===== config.mk =====
export PLATFORM = sky130hd
export DESIGN_NAME = pwm_duty_decoder
export DESIGN_NICKNAME = d
export VERILOG_FILES = /design/src/rtl/pwm_pkg.sv /design/src/rtl/pwm_duty_decoder_sync_edge.sv /design/src/rtl/pwm_duty_decoder.sv
export SDC_FILE = /design/constraint.sdc
export NUM_CORES = 1
export LEC_CHECK = 0
export BUFFER_PORTS_ARGS = -buffer_cell sky130_fd_sc_hd__buf_2
export CAP_MARGIN = 5
export CELL_PAD_IN_SITES_DETAIL_PLACEMENT = 0
export CELL_PAD_IN_SITES_GLOBAL_PLACEMENT = 1
export CORE_MARGIN = 2
export CORE_UTILIZATION = 45
export CTS_BUF_LIST = sky130_fd_sc_hd__clkbuf_4 sky130_fd_sc_hd__clkbuf_8
export DETAILED_ROUTE_END_ITERATION = 10
export GPL_ROUTABILITY_DRIVEN = 0
export PLACE_DENSITY_LB_ADDON = 0.1
export SYNTH_ARGS = -nofsm -noshare
export SYNTH_HDL_FRONTEND = slang
export SYNTH_SLANG_ARGS = --single-unit

===== constraint.sdc =====
create_clock -name clk -period 6 [get_ports clk]
set_clock_uncertainty 0.1 [all_clocks]
set_input_delay 0.9 -clock clk [delete_from_list [all_inputs] [get_ports clk]]
set_output_delay 0.9 -clock clk [all_outputs]
set_load 0.03 [all_outputs]

===== src/rtl/pwm_pkg.sv =====
// PWM shared definitions: decoder FSM states, brightness level codes,
// and duty threshold multipliers (thresholds at k/8 of the period).
package pwm_pkg;

  typedef enum logic [1:0] {
    IDLE,
    HIGH,
    LOW
  } state_e;

  localparam logic [2:0] LVL_5   = 3'd0;
  localparam logic [2:0] LVL_25  = 3'd1;
  localparam logic [2:0] LVL_50  = 3'd2;
  localparam logic [2:0] LVL_75  = 3'd3;
  localparam logic [2:0] LVL_100 = 3'd4;

  localparam int K1 = 1;
  localparam int K3 = 3;
  localparam int K5 = 5;
  localparam int K7 = 7;

endpackage


===== src/rtl/pwm_duty_decoder_sync_edge.sv =====
// Two-flop synchronizer plus edge detector for an asynchronous line.
// Reusable for buttons and other slow external inputs.
module pwm_sync_edge (
  input  logic clk,
  input  logic rst_n,
  input  logic d_i,
  output logic sync_o,
  output logic rise_o,
  output logic fall_o
);

  logic s1_q;
  logic s2_q;
  logic prev_q;

  // synchronizer chain and previous-value flop
  always_ff @(posedge clk or negedge rst_n) begin
    if (!rst_n) begin
      s1_q   <= 1'b0;
      s2_q   <= 1'b0;
      prev_q <= 1'b0;
    end else begin
      s1_q   <= d_i;
      s2_q   <= s1_q;
      prev_q <= s2_q;
    end
  end

  assign sync_o = s2_q;
  assign rise_o = s2_q & ~prev_q;
  assign fall_o = ~s2_q & prev_q;

endmodule


===== src/rtl/pwm_duty_decoder.sv =====
// Measures period and high time of an external PWM line and
// quantizes its duty into brightness level 0..4.
module pwm_duty_decoder
  import pwm_pkg::*;
#(
  parameter int          CNT_W   = 21,
  parameter int unsigned TIMEOUT = 2000000
) (
  input  logic             clk,
  input  logic             reset_n,
  input  logic             pwm_in,
  output logic             meas_valid,
  output logic [CNT_W-1:0] period,
  output logic [CNT_W-1:0] high_time,
  output logic [2:0]       level,
  output logic             stuck
);

  localparam logic [CNT_W-1:0] TO  = CNT_W'(TIMEOUT);
  localparam logic [CNT_W-1:0] ONE = CNT_W'(1);

  logic sync;
  logic rise;
  logic fall;

  pwm_sync_edge u_sync (
    .clk    (clk),
    .rst_n  (reset_n),
    .d_i    (pwm_in),
    .sync_o (sync),
    .rise_o (rise),
    .fall_o (fall)
  );

  state_e           state_q, state_d;
  logic [CNT_W-1:0] cnt_q, cnt_d;
  logic [CNT_W-1:0] hcap_q, hcap_d;
  logic             held_q, held_d;
  logic             mv_q, mv_d;
  logic [CNT_W-1:0] per_q, per_d;
  logic [CNT_W-1:0] hi_q, hi_d;
  logic [2:0]       lvl_q, lvl_d;
  logic             stk_q, stk_d;

  logic             timeout;
  logic             rep_stk;
  logic             rep_norm;
  logic             line_hi;
  logic [CNT_W+2:0] h8;
  logic [CNT_W+2:0] pext;
  logic [3:0]       ge;
  logic [2:0]       quant;

  function automatic logic [CNT_W+2:0] kmul(
    input logic [CNT_W+2:0] p,
    input int               k
  );
    logic [CNT_W+2:0] r;
    r = p;
    unique case (k)
      K1:      r = p;
      K3:      r = (p << 1) + p;
      K5:      r = (p << 2) + p;
      K7:      r = (p << 3) - p;
      default: r = p;
    endcase
    return r;
  endfunction

  // duty thresholds: 8*high against k*period, candidate period = cnt
  always_comb begin
    h8    = {hcap_q, 3'b000};
    pext  = {3'b000, cnt_q};
    ge[0] = h8 >= kmul(pext, K1);
    ge[1] = h8 >= kmul(pext, K3);
    ge[2] = h8 >= kmul(pext, K5);
    ge[3] = h8 >= kmul(pext, K7);
    quant = {2'b00, ge[0]} + {2'b00, ge[1]}
          + {2'b00, ge[2]} + {2'b00, ge[3]};
  end

  // measurement FSM and report formation
  always_comb begin
    state_d  = state_q;
    cnt_d    = cnt_q;
    hcap_d   = hcap_q;
    held_d   = held_q;
    mv_d     = 1'b0;
    per_d    = per_q;
    hi_d     = hi_q;
    lvl_d    = lvl_q;
    stk_d    = stk_q;
    rep_stk  = 1'b0;
    rep_norm = 1'b0;
    line_hi  = 1'b0;
    timeout  = (cnt_q == TO);
    unique case (state_q)
      IDLE: begin
        if (rise) begin
          cnt_d   = ONE;
          held_d  = 1'b0;
          state_d = HIGH;
        end else if (timeout) begin
          if (!held_q) begin
            rep_stk = 1'b1;
            line_hi = sync;
            held_d  = 1'b1;
          end
        end else begin
          cnt_d = cnt_q + ONE;
        end
      end
      HIGH: begin
        if (timeout) begin
          rep_stk = 1'b1;
          line_hi = 1'b1;
          held_d  = 1'b1;
          state_d = IDLE;
        end else if (fall) begin
          hcap_d  = cnt_q;
          cnt_d   = cnt_q + ONE;
          state_d = LOW;
        end else begin
          cnt_d = cnt_q + ONE;
        end
      end
      LOW: begin
        if (rise) begin
          rep_norm = 1'b1;
          cnt_d    = ONE;
          state_d  = HIGH;
        end else if (timeout) begin
          rep_stk = 1'b1;
          held_d  = 1'b1;
          state_d = IDLE;
        end else begin
          cnt_d = cnt_q + ONE;
        end
      end
      default: state_d = IDLE;
    endcase
    if (rep_stk) begin
      mv_d  = 1'b1;
      per_d = TO;
      hi_d  = line_hi ? TO : '0;
      lvl_d = line_hi ? LVL_100 : LVL_5;
      stk_d = 1'b1;
    end else if (rep_norm) begin
      mv_d  = 1'b1;
      per_d = cnt_q;
      hi_d  = hcap_q;
      lvl_d = quant;
      stk_d = 1'b0;
    end
  end

  // state, counters and held report registers
  always_ff @(posedge clk or negedge reset_n) begin
    if (!reset_n) begin
      state_q <= IDLE;
      cnt_q   <= '0;
      hcap_q  <= '0;
      held_q  <= 1'b0;
      mv_q    <= 1'b0;
      per_q   <= '0;
      hi_q    <= '0;
      lvl_q   <= LVL_5;
      stk_q   <= 1'b0;
    end else begin
      state_q <= state_d;
      cnt_q   <= cnt_d;
      hcap_q  <= hcap_d;
      held_q  <= held_d;
      mv_q    <= mv_d;
      per_q   <= per_d;
      hi_q    <= hi_d;
      lvl_q   <= lvl_d;
      stk_q   <= stk_d;
    end
  end

  assign meas_valid = mv_q;
  assign period     = per_q;
  assign high_time  = hi_q;
  assign level      = lvl_q;
  assign stuck      = stk_q;

endmodule


==> out/metrics.csv <==
metric,value,unit
outcome,completed,
Fmax,0.186,GHz
"Slowest-stage cell, CP",dfrtp_1,
io pins,50,
Initial DRC Count,493,
GRT Resource Usage Total,0.257,
remaining antenna violation count,0,
Synth cell types,66,
FF-to-FF setup slack,0.61,ns
LEAKAGE,4.86,nW
Die Ht,144,µm
period utilization,0.898,
Synth Instances,1026,
sw frac,0.480,
hold slack,0.259,ns
CTS Buffer Depth,2,
synthesis-to-finish area growth,8.59,%
final net count,1231,
Crit Path Max Fanout,10,
Routed WL,26.1,mm
Worst Tran Pin Value,1.05,ns
grt met2 use,0.391,
met3 Track Usage GR,0.0283,
kind of cell adding the most delay to the critical path,compound AO/OA/AOI/OAI gates,
cell-internal power,1.71,mW
setup ws final,0.611,ns
synth cell count leaders,"158 x ha_1, 110 x nand2_1, 99 x a21oi_1",
setup TNS,0,ns
CTS buffer count,9,
Congestion Overflow GR,0,
Sink Count,95,
post-cts gate resize count,0,
DPL Wire Length,20.0,mm
area of the mapped netlist,8800,µm²
vias post-DR,7740,
ranking of synthesized cells by area,"dfrtp_1 27%, ha_1 22%, a21oi_1 5.6%",
top cell type's share of synthesized area,0.270,
register area share after synthesis,0.270,
Comb pwr share,0.599,
post-synth net total,1190,
Worst EP arrival,5.54,ns
Die Footprint,20700,µm²
syn avg cell area,8.57,µm²
gr busiest metal,met1,
power share of the clock group,0.140,
die span in x,144,µm
Post-synth ARST share,1.00,
slew margin rel.,0.298,
hold crit path type,flip-flop to flip-flop,
postcts setup bufs,0,
met1 GRT Util,0.391,
minimum clock period,5.39,ns
Root Buffer,clkbuf_8,
synth warn,0,
H-tree depth,3,
Sw Pwr,1.58,mW
port buffer count,49,
Yosys top cell by area,dfrtp_1,
Pwr Total,3.29,mW
share of post-route cells with drive strength above 1,0.0886,
initial antenna violation count,0,
most frequent CP cell,ha_1,
first-pass detailed-route iteration total,5,
Synth Register Bits,95,
Worst path max stage delay,0.60,ns
MaxCap Viol Count,0,
kind of start point of the critical path,flip-flop,
Final Setup Violations,0,
VDD IR max,0.167,mV
power density over the cells,344,nW/µm²
area of the core,19300,µm²
RSZ-0062 raised after global routing,false,
Post-CTS Hold Fix Bufs,0,
largest net degree at the start of global routing,53,
routed length per instance,19.5,µm
clock latency on the worst-skew pair,0.39,ns
Post-route DRC,0,
CTS tree,built,
Post-synth EDFFs,0,
"Top FF cell, synth",dfrtp_1,
row cnt,51,
global-route wire length before repair,40.6,mm
ant diodes,0,
"Worst Path Class, Setup",flip-flop to flip-flop,
required time of the worst setup path,6.16,ns
pre-CTS setup slack,0.747,ns
max-slew violation count,0,
vias in the first global route,7188,
top-count cell post-synth,ha_1,
critical-path cell list,ha_1 -> inv_1 -> fa_1 -> nor2b_1 -> o31a_1 -> o31ai_2 -> a31oi_1 -> a311o_1 -> xnor2_1 -> ha_1 -> a21o_1 -> a21o_1 -> a21oi_1 -> o21ai_0 -> a41oi_1 -> fa_1 -> inv_1 -> ha_1 -> ha_1 -> nand3_1 -> a21oi_1,
WP buf/inv,2,
crit end category,flip-flop,
clk slew on worst S/H paths,0.11,ns
fin util,0.494,
sequential share of power,0.262,
routed vias/inst,5.79,
final hold violations,0,
Starting Density,0.455,
[cells in the final DEF (no fill, tap or decap), drive strengths merged, types with 3 or more instances in the layout]
| cell type | count |
|---|---|
| a21boi | 4 |
| fa | 3 |
| clkbuf | 10 |
| or3 | 7 |
| nor3 | 10 |
| a221o | 3 |
| a211oi | 8 |
| clkinv | 3 |
| nand4 | 17 |
| nand3 | 53 |
| a31oi | 12 |
| xor2 | 27 |
| o2111ai | 3 |
| o21ai | 71 |
| nor2 | 65 |
| ha | 158 |
| o31ai | 3 |
| buf | 61 |
| inv | 45 |
| o21a | 9 |
| o211ai | 17 |
| and3 | 12 |
| a21o | 41 |
| a2bb2oi | 4 |
| mux2i | 6 |
| xnor2 | 41 |
| nand2 | 112 |
| nand2b | 10 |
| a311oi | 4 |
| nor2b | 12 |
| o21bai | 8 |
| or2 | 3 |
| dfrtp | 95 |
| a211o | 3 |
| o31a | 3 |
| a21oi | 100 |
[final cells by class]
cell class                 count  area [µm²]
fill                        1934        9780
multi-input combinational    858        6150
sequential                    95        2380
timing repair buffer          61         338
tap                          265         332
inverter                      42         158
clock buffer                  10         138
clock inverter                 6        60.1
[logic make-up (layout without fill, tap and decap cells)]
kind of cell | count (synthesis) | count (layout) | share of synthesized area
AOI/OAI and AO/OA | 308 | 308 | 0.221
xor gates and xnor gates | 68 | 68 | 0.0677
adders and majority gates | 161 | 161 | 0.232
buffers and inverters | 73 | 119 | 0.0331
DFF | 95 | 95 | 0.270
muxes | 7 | 7 | 0.00811
and+or+nand+nor | 314 | 314 | 0.168
[worst register-to-register path: stages (launching register included)]
cell,delay (ns)
dfrtp_1,0.60
ha_1,0.36
inv_1,0.09
fa_1,0.41
nor2b_1,0.18
o31a_1,0.21
o31ai_2,0.09
a31oi_1,0.38
a311o_1,0.36
xnor2_1,0.17
ha_1,0.27
a21o_1,0.16
a21o_1,0.17
a21oi_1,0.14
o21ai_0,0.13
a41oi_1,0.40
fa_1,0.48
inv_1,0.07
ha_1,0.14
ha_1,0.22
nand3_1,0.08
a21oi_1,0.06
[sequential cells by signal (all words and copies together) (netlist names)]
name and count:
u_sync.prev_q 1, stuck 1, hcap_q 21, meas_valid 1
level 3, u_sync.s1_q 1, period 21, cnt_q 21
high_time 21, held_q 1, u_sync.sync_o 1, state_q 2
[worst paths after layout]
kind                            depth (start not counted)        start             to
worst min register to register                          0  u_sync.s1_q  u_sync.sync_o
min in group asynchronous                               1      reset_n      period[1]
worst max register to register                         21     cnt_q[0]       level[1]
worst min-delay path                                    0  u_sync.s1_q  u_sync.sync_o
worst max-delay path                                   21     cnt_q[0]       level[1]
max in group asynchronous                               2      reset_n    u_sync.s1_q
[layer usage]
metal  vias to the layer above  routed length, µm
met4                         0                317
met1                      3694              13400
met5                         -                  0
met2                       195              11200
li1                       3832                  -
met3                        19               1140
[metrics by stage]
step	cells	instance area (µm²)
floorplan	1026	8800
global placement	1321	9350
detailed placement	1321	9350
CTS	1337	9550
global route	1337	9550
finish	1337	9550
[power by group through the flow]
stage          sequential (mW)  clock [mW]  combinational [mW]
3_3_place_gp             0.866           0                1.94
6_report                 0.860       0.459                1.97
4_1_cts                  0.858       0.470                1.96
5_1_grt                  0.875       0.492                2.22
3_5_place_dp             0.870           0                1.95
2_1_floorplan            0.929           0                1.36
(Power assumes the default switching activity.)
